[config.mk]
export PLATFORM = sky130hd
export DESIGN_NAME = alu_result_stage
export DESIGN_NICKNAME = d
export VERILOG_FILES = /design/src/rtl/alu_pkg.sv /design/src/rtl/alu_res_skid.sv /design/src/rtl/alu_result_stage.sv
export SDC_FILE = /design/constraint.sdc
export NUM_CORES = 1
export LEC_CHECK = 0
export ABC_AREA = 0
export CAP_MARGIN = 20
export CORE_MARGIN = 1.5
export CORE_UTILIZATION = 47
export CTS_BUF_LIST = sky130_fd_sc_hd__clkbuf_8
export CTS_CLUSTER_DIAMETER = 40
export DETAILED_ROUTE_END_ITERATION = 10
export HOLD_SLACK_MARGIN = 0.02
export PLACE_DENSITY_LB_ADDON = 0.2
export SKIP_LAST_GASP = 1
export SYNTH_ARGS = -nofsm -noshare
export SYNTH_HDL_FRONTEND = slang
export SYNTH_HIERARCHICAL = 1
export SYNTH_SLANG_ARGS = --single-unit
[constraint.sdc]
create_clock -name clk -period 1.2 [get_ports clk]
set_input_delay 0.18 -clock clk [delete_from_list [all_inputs] [get_ports clk]]
set_output_delay 0.18 -clock clk [all_outputs]
set_load 0.01 [all_outputs]
[src/rtl/alu_pkg.sv]
// Shared constants and the result-entry type for the execute-stage result register.
// DIVZERO_CHECK_EN adds a per-lane divide-by-zero field to the entry.
package alu_pkg;

  localparam int unsigned AluN     = 8;
  localparam int unsigned AluLanes = 4;
  localparam int unsigned AluRw    = 4;

  typedef struct packed {
    logic [AluLanes*AluN-1:0] result;
    logic [AluLanes-1:0]      ovf;
    logic [AluLanes-1:0]      car;
    logic [AluRw-1:0]         rd;
    logic                     we;
`ifdef DIVZERO_CHECK_EN
    logic [AluLanes-1:0]      dz;
`endif
  } alu_res_t;

endpackage

[src/rtl/alu_res_skid.sv]
// Generic two-entry valid/ready skid buffer; in_ready_o is registered so upstream never
// sees a combinational path from out_ready_i. Synchronous active-low reset.
module alu_res_skid
  import alu_pkg::*;
#(
  parameter type entry_t = alu_res_t
) (
  input  logic   clk_i,
  input  logic   rst_ni,
  input  logic   flush_i,
  input  logic   in_valid_i,
  output logic   in_ready_o,
  input  entry_t in_data_i,
  output logic   out_valid_o,
  input  logic   out_ready_i,
  output entry_t out_data_o
);

  logic   main_valid_q, main_valid_d;
  logic   skid_valid_q, skid_valid_d;
  entry_t main_q, main_d;
  entry_t skid_q, skid_d;
  logic   accept, drain;

  assign in_ready_o  = !skid_valid_q;
  assign out_valid_o = main_valid_q;
  assign out_data_o  = main_q;
  assign accept      = in_valid_i & in_ready_o;
  assign drain       = main_valid_q & out_ready_i;

  always_comb begin
    main_valid_d = main_valid_q;
    skid_valid_d = skid_valid_q;
    main_d       = main_q;
    skid_d       = skid_q;
    if (flush_i) begin
      main_valid_d = 1'b0;
      skid_valid_d = 1'b0;
    end else if (skid_valid_q) begin
      // in_ready is low here, so no accept can coincide with the skid refill
      if (drain) begin
        main_d       = skid_q;
        skid_valid_d = 1'b0;
      end
    end else if (accept) begin
      if (!main_valid_q || drain) begin
        main_d       = in_data_i;
        main_valid_d = 1'b1;
      end else begin
        skid_d       = in_data_i;
        skid_valid_d = 1'b1;
      end
    end else if (drain) begin
      main_valid_d = 1'b0;
    end
  end

  always_ff @(posedge clk_i) begin
    if (!rst_ni) begin
      main_valid_q <= 1'b0;
      skid_valid_q <= 1'b0;
      main_q       <= '0;
      skid_q       <= '0;
    end else begin
      main_valid_q <= main_valid_d;
      skid_valid_q <= skid_valid_d;
      main_q       <= main_d;
      skid_q       <= skid_d;
    end
  end

endmodule

[src/rtl/alu_result_stage.sv]
// Execute-stage output register: buffers ALU lane results toward Memory and keeps a sticky
// overflow flag. DIVZERO_CHECK_EN adds in_is_div/in_bzero/out_dz.
module alu_result_stage
  import alu_pkg::*;
#(
  parameter int unsigned N     = AluN,
  parameter int unsigned LANES = AluLanes,
  parameter int unsigned RW    = AluRw
) (
  input  logic               clk,
  input  logic               rst_n,
  input  logic               in_valid,
  output logic               in_ready,
  input  logic [LANES*N-1:0] in_result,
  input  logic [LANES-1:0]   in_ovf,
  input  logic [LANES-1:0]   in_car,
  input  logic [RW-1:0]      in_rd,
  input  logic               in_we,
  output logic               out_valid,
  input  logic               out_ready,
  output logic [LANES*N-1:0] out_result,
  output logic [LANES-1:0]   out_ovf,
  output logic [LANES-1:0]   out_car,
  output logic [RW-1:0]      out_rd,
  output logic               out_we,
`ifdef DIVZERO_CHECK_EN
  input  logic               in_is_div,
  input  logic [LANES-1:0]   in_bzero,
  output logic [LANES-1:0]   out_dz,
`endif
  input  logic               flush,
  input  logic               clr_flags,
  output logic               sticky_ovf
);

  // Local entry type so non-default lane geometry still packs correctly
  typedef struct packed {
    logic [LANES*N-1:0] result;
    logic [LANES-1:0]   ovf;
    logic [LANES-1:0]   car;
    logic [RW-1:0]      rd;
    logic               we;
`ifdef DIVZERO_CHECK_EN
    logic [LANES-1:0]   dz;
`endif
  } res_t;

  res_t in_ent, out_ent;
  logic accept, flag_hit;
  logic sticky_q, sticky_d;

  always_comb begin
    in_ent        = '0;
    in_ent.result = in_result;
    in_ent.ovf    = in_ovf;
    in_ent.car    = in_car;
    in_ent.rd     = in_rd;
    in_ent.we     = in_we;
`ifdef DIVZERO_CHECK_EN
    in_ent.dz     = in_bzero & {LANES{in_is_div}};
`endif
  end

  alu_res_skid #(
    .entry_t (res_t)
  ) u_skid (
    .clk_i       (clk),
    .rst_ni      (rst_n),
    .flush_i     (flush),
    .in_valid_i  (in_valid),
    .in_ready_o  (in_ready),
    .in_data_i   (in_ent),
    .out_valid_o (out_valid),
    .out_ready_i (out_ready),
    .out_data_o  (out_ent)
  );

  assign out_result = out_ent.result;
  assign out_ovf    = out_ent.ovf;
  assign out_car    = out_ent.car;
  assign out_rd     = out_ent.rd;
  assign out_we     = out_ent.we;
`ifdef DIVZERO_CHECK_EN
  assign out_dz     = out_ent.dz;
  assign flag_hit   = (|in_ent.ovf) | (|in_ent.dz);
`else
  assign flag_hit   = |in_ent.ovf;
`endif

  assign accept     = in_valid & in_ready;
  assign sticky_ovf = sticky_q;

  // A new flagged entry beats a same-cycle clear
  always_comb begin
    sticky_d = sticky_q;
    if (accept && flag_hit) begin
      sticky_d = 1'b1;
    end else if (clr_flags) begin
      sticky_d = 1'b0;
    end
  end

  always_ff @(posedge clk) begin
    if (!rst_n) begin
      sticky_q <= 1'b0;
    end else begin
      sticky_q <= sticky_d;
    end
  end

endmodule

# Yosys cells after proc, flatten, opt, wreduce, memory -nomap -nowiden
# Cells that the tools add are included.
# word_totals
elab_cells	47
regBits	93
input_bits	51
# classes
n_bitwise	6
eq_ne	2
n_mux	13
n_reduce_logical	13
# op_table
op	count
45-bit two-way mux	4
1-bit two-way mux	9
4-bit AND reduction	2
2-bit nonzero test	4
1-bit NOT	4
4-bit OR reduction	1
3-bit AND reduction	1
1-bit bitwise AND	2
1-bit zero test	2
2-bit by 1-bit != test with 1-bit output, second input constant	1
2-bit != test, second input constant	1
2-bit OR reduction	1
1-bit logical AND	1
1-bit logical OR	1

# Depth between registers and ports, before layout
# depth
ltp_word	5
depth_mapped	5
depth_no_buf	3

# Hierarchy
# The synthesis kept the hierarchy.
# by_module_without_submodules
module	cells_per_inst	instances	area_per_inst_um2
alu_res_skid	453	1	4189.0
alu_result_stage	5	1	50.0

# Worst setup path after synthesis
# No wires, ideal clock.
# synth_path
path_type	flip-flop to flip-flop
start	reg u_skid.main_valid_q (netlist: u_skid/out_valid_o)
end	reg u_skid/skid_q[10] (netlist bit)
path_slack_ns	-0.150
required_time_ns	1.128
path_stages_with_launch	6
synth_period_minus_slack_ns	1.350
setup_time_ns	0.072
t_arrival_ns	1.278
cell_sequence	dfxtp_1 -> nand2_1 -> nor4_1 -> buf_2 -> buf_4 -> mux2i_1
# synth_between
elab_chain_len	4
elab_cells_between_ends	5
classes_between	bitwise: 2; reduce/logical: 3
# synth_lines
element	line_no	text
start: declaration	alu_res_skid.sv:19	logic main_valid_q, main_valid_d;
start signal: assignment	alu_res_skid.sv:65	main_valid_q <= main_valid_d;
1-bit bitwise AND / 1-bit zero test (equally long branches)	alu_res_skid.sv:29, alu_res_skid.sv:46	
1-bit logical OR *	alu_res_skid.sv:46	if (!main_valid_q || drain) begin
1-bit NOT (no source line) *	-	
4-bit AND reduction (no source line) *	-	
end signal: assignment	alu_res_skid.sv:68	skid_q <= skid_d;
end: declaration	alu_res_skid.sv:22	entry_t skid_q, skid_d;
# Mark *: on every way between the ends. The rest lies on a longest branch, timed or not.
# A chain may end at the register's enable or synchronous reset.

# Worst setup path after layout
# layout_path
start	reg u_skid.skid_valid_q
end	reg u_skid.main_q (netlist bit u_skid/out_data_o[28])
# layout_between
elab_chain_len	4
elab_cells_between_ends	7
classes_between	eq/ne: 1; mux: 1; bitwise: 1; reduce/logical: 4
# layout_lines
element	line_no	text
start: declaration	alu_res_skid.sv:20	logic skid_valid_q, skid_valid_d;
start signal: assignment	alu_res_skid.sv:66	skid_valid_q <= skid_valid_d;
1-bit zero test	alu_res_skid.sv:25	assign in_ready_o = !skid_valid_q;
1-bit bitwise AND	alu_res_skid.sv:28	assign accept = in_valid_i & in_ready_o;
2-bit nonzero test (no source line)	-	
4-bit AND reduction (no source line)	-	
end signal: assignment	alu_res_skid.sv:67	main_q <= main_d;
end: declaration	alu_res_skid.sv:21	entry_t main_q, main_d;
# Parallel ways exist; a longest one is shown, timed or not.

==> results.toml <==
[run_status]
status = "finished, violations left"
violations = "setup timing"

[global_routing]
grt_pass1_vias = 3269
overflow = 0
grt_pass1_wl_um = 15300
grt_usage_pct = 19.5
antenna_found_initial = 0
grt_max_degree = 40

[floorplan]
die_area_um2 = 9600
num_io_pins = 99
rows = 34
die_w_um = 98.0
die-height_um = 98.0
design.core.area_um2 = 8720
start_util_pct = 48.6

[synthesis]
netlist_top_cells_area = "dfxtp_1 (44%), mux2i_1 (21%), nand2_1 (16%)"
avgSynthCellArea_um2 = 9.26
yosys_warnings = 6
yosysSeqAreaShare_pct = 43.9
yosysTopAreaCellShare_pct = 43.9
yosysUniqueCellTypes = 20
syn_area_um2 = 4240
syn_nets = 509
synthCells = 458
yosysTopAreaCell = "dfxtp_1"
ys_ff_latch = 93

[pwr]
irDropWorstVdd_v = 0.000566
power_leakage_uw = 0.00245
powerDensity_nw_per_um2 = 1050

[sta]
fin_ws_ps = -193
period_minus_slack_ps = 1390
holdWs_ps = 180
fin_crit_sh_pct = 116
slew_violations = 0
worst_pin_slew_ps = 340
finalClockSkew_ps = 13.0
finalSetupViolations = 88
rsz0062_at_grt = "yes"
timing.slew.headroom_pct = 77.3
max_freq_mhz = 718
hold_viol = 0

[final_layout]
antenna_cells = 0
instances_no_fill = 666
layout-drive-gt1-share_pct = 16.7
nets = 605
fillers = 741
synthToLayoutAreaGrowth_pct = 33.3

[routing]
vias_per_cell = 4.93
via_count = 3285
first_pass_iters = 4
drc = 0
routedWlPerCell_um = 13.9
dr.first_iter.drc_count = 112
ant_nets = 0
wirelength_um = 9230

[setup_path]
cp_num_buf_inv = 1
reg2reg_from = "u_skid/skid_valid_q$_SDFF_PP0_"
critPathRequiredTime_ps = 1470
crit_fanout = 27
worstPathArrival_ps = 1660
cpLargestDelayFamily = "flip-flops"
path_class = "flop to flop"
critPathMaxStageDelay_ps = 380
crit_chain = "nand2b_4, a221o_2, buf_12, mux2i_1"
worst_path_max_delay_cell = "dfxtp_4"
start_kind = "flop"
critPathCaptureType = "flop"
setup.worst_path.start = "u_skid/skid_valid_q$_SDFF_PP0_"

[cts]
root_buffer = "clkbuf_8"
clk_path_buf_depth = 2
htreeDepth = 3
insertion_delay_ps = 350
holdBufCountCts = 0
tritoncts = "done"
numCtsBuffers = 9
cts.sinks = 93
clkTransAtPathRegs_ps = 90

[place]
placed_cells = 649
place_hpwl_um = 6460
portBuffers = 98
gp_congestion = 0.717

[hold_path]
hold_class = "input port to flop"
holdCritStartpoint = "out_ready"

[run]
maxCapViolCount = 0
[cell usage in the layout (no fill, tap or decap), types with 2 or more instances in the layout]
cell	netlist	final
dfxtp_1	93	90
clkdlybuf4s50_1	0	47
clkinvlp_4	0	2
nand2_1	182	181
buf_6	5	3
dfxtp_4	0	2
clkbuf_8	0	9
inv_1	2	2
mux2i_1	90	90
buf_12	0	10
mux2_2	45	45
dlygate4sd2_1	0	34
buf_4	7	8
clkdlybuf4s15_1	0	13
[flip-flops by register name, summed over array words and instances, names as in the netlist]
signal	count
u_skid/out_data_o	45
u_skid/skid_q	45
sticky_ovf	1
u_skid/out_valid_o	1
u_skid/skid_valid_q	1
[through the flow]
| step | power (µW) | worst slack (ps) | area (µm²) | TNS, ps | utilization (%) |
|---|---|---|---|---|---|
| 4_1_cts | 5980 | -176 | 5600 | -12130 | 64.2 |
| 5_1_grt | 6190 | -219 | 5650 | -16020 | 64.8 |
| 6_report | 5930 | -193 | 5650 | -11400 | 64.8 |
| 2_1_floorplan | 3760 | -61.3 | 4300 | -2540 | - |
| 3_3_place_gp | 4200 | -516 | 5450 | -41500 | 62.5 |
| 3_5_place_dp | 4220 | -591 | 5450 | -45380 | 62.5 |
[layer usage]
layer	track usage [%]	routed length (µm)	up-vias
met5	0	0	-
met4	5.27	75	0
met3	3.87	347	7
met2	32.4	4270	62
met1	26.0	4530	1516
li1	-	-	1700
[power by group]
part	internal [µW]	switching (µW)
Clock	743	1090
Combinational	475	391
Sequential	3180	52.8
Total	4400	1540
[worst paths after layout]
check                                                           to  slack [ps]  depth (start not counted)
worst min-delay path                u_skid/skid_valid_q$_SDFF_PP0_         180                          2
worst min register to register       u_skid/skid_q[5]$_SDFFE_PN0P_         460                          2
worst max-delay path            u_skid/out_data_o[28]$_SDFFE_PN0P_        -190                          4
worst max register to register  u_skid/out_data_o[28]$_SDFFE_PN0P_        -190                          4
[Yosys cell counts]
library cell,count
dfxtp_1,93
clkbuf_1,13
nand3_1,1
a221o_1,1
nor4_2,1
nor4_1,1
buf_4,7
inv_1,2
o21ai_0,1
o21ai_1,1
nand3b_1,1
buf_2,5
mux2_2,45
a21oi_1,1
nand2b_1,2
buf_6,5
mux2i_1,90
nand2_1,182
buf_1,5
a221oi_1,1
[kinds of logic (layout without fill, tap and decap cells)]
| logic type | Yosys count | in the layout | share of synthesized area [%] |
|---|---|---|---|
| multiplexers | 135 | 135 | 33.2 |
| AO/OA/AOI/OAI | 5 | 5 | 0.797 |
| flip-flops | 93 | 93 | 43.9 |
| buffers and inverters | 37 | 137 | 4.93 |
| AND/OR/NAND/NOR | 188 | 188 | 17.1 |
[what timing repair did]
item	in CTS	in global routing
cloned	1	1
gates resized for setup	55	23
endpoints found under the setup margin	138	106
buffers inserted	0	0
[cell type report]
cell class | instances | area, µm² | share of cell area, %
timing repair buffer | 120 | 1280 | 22.6
sequential | 93 | 1870 | 33.1
clock inverter | 6 | 41.3 | 0.731
multi-input combinational | 328 | 2190 | 38.8
inverter | 2 | 7.51 | 0.133
clock buffer | 9 | 124 | 2.19
tap | 108 | 135 | 2.39
Note: power is estimated with default switching activity, not from simulation.
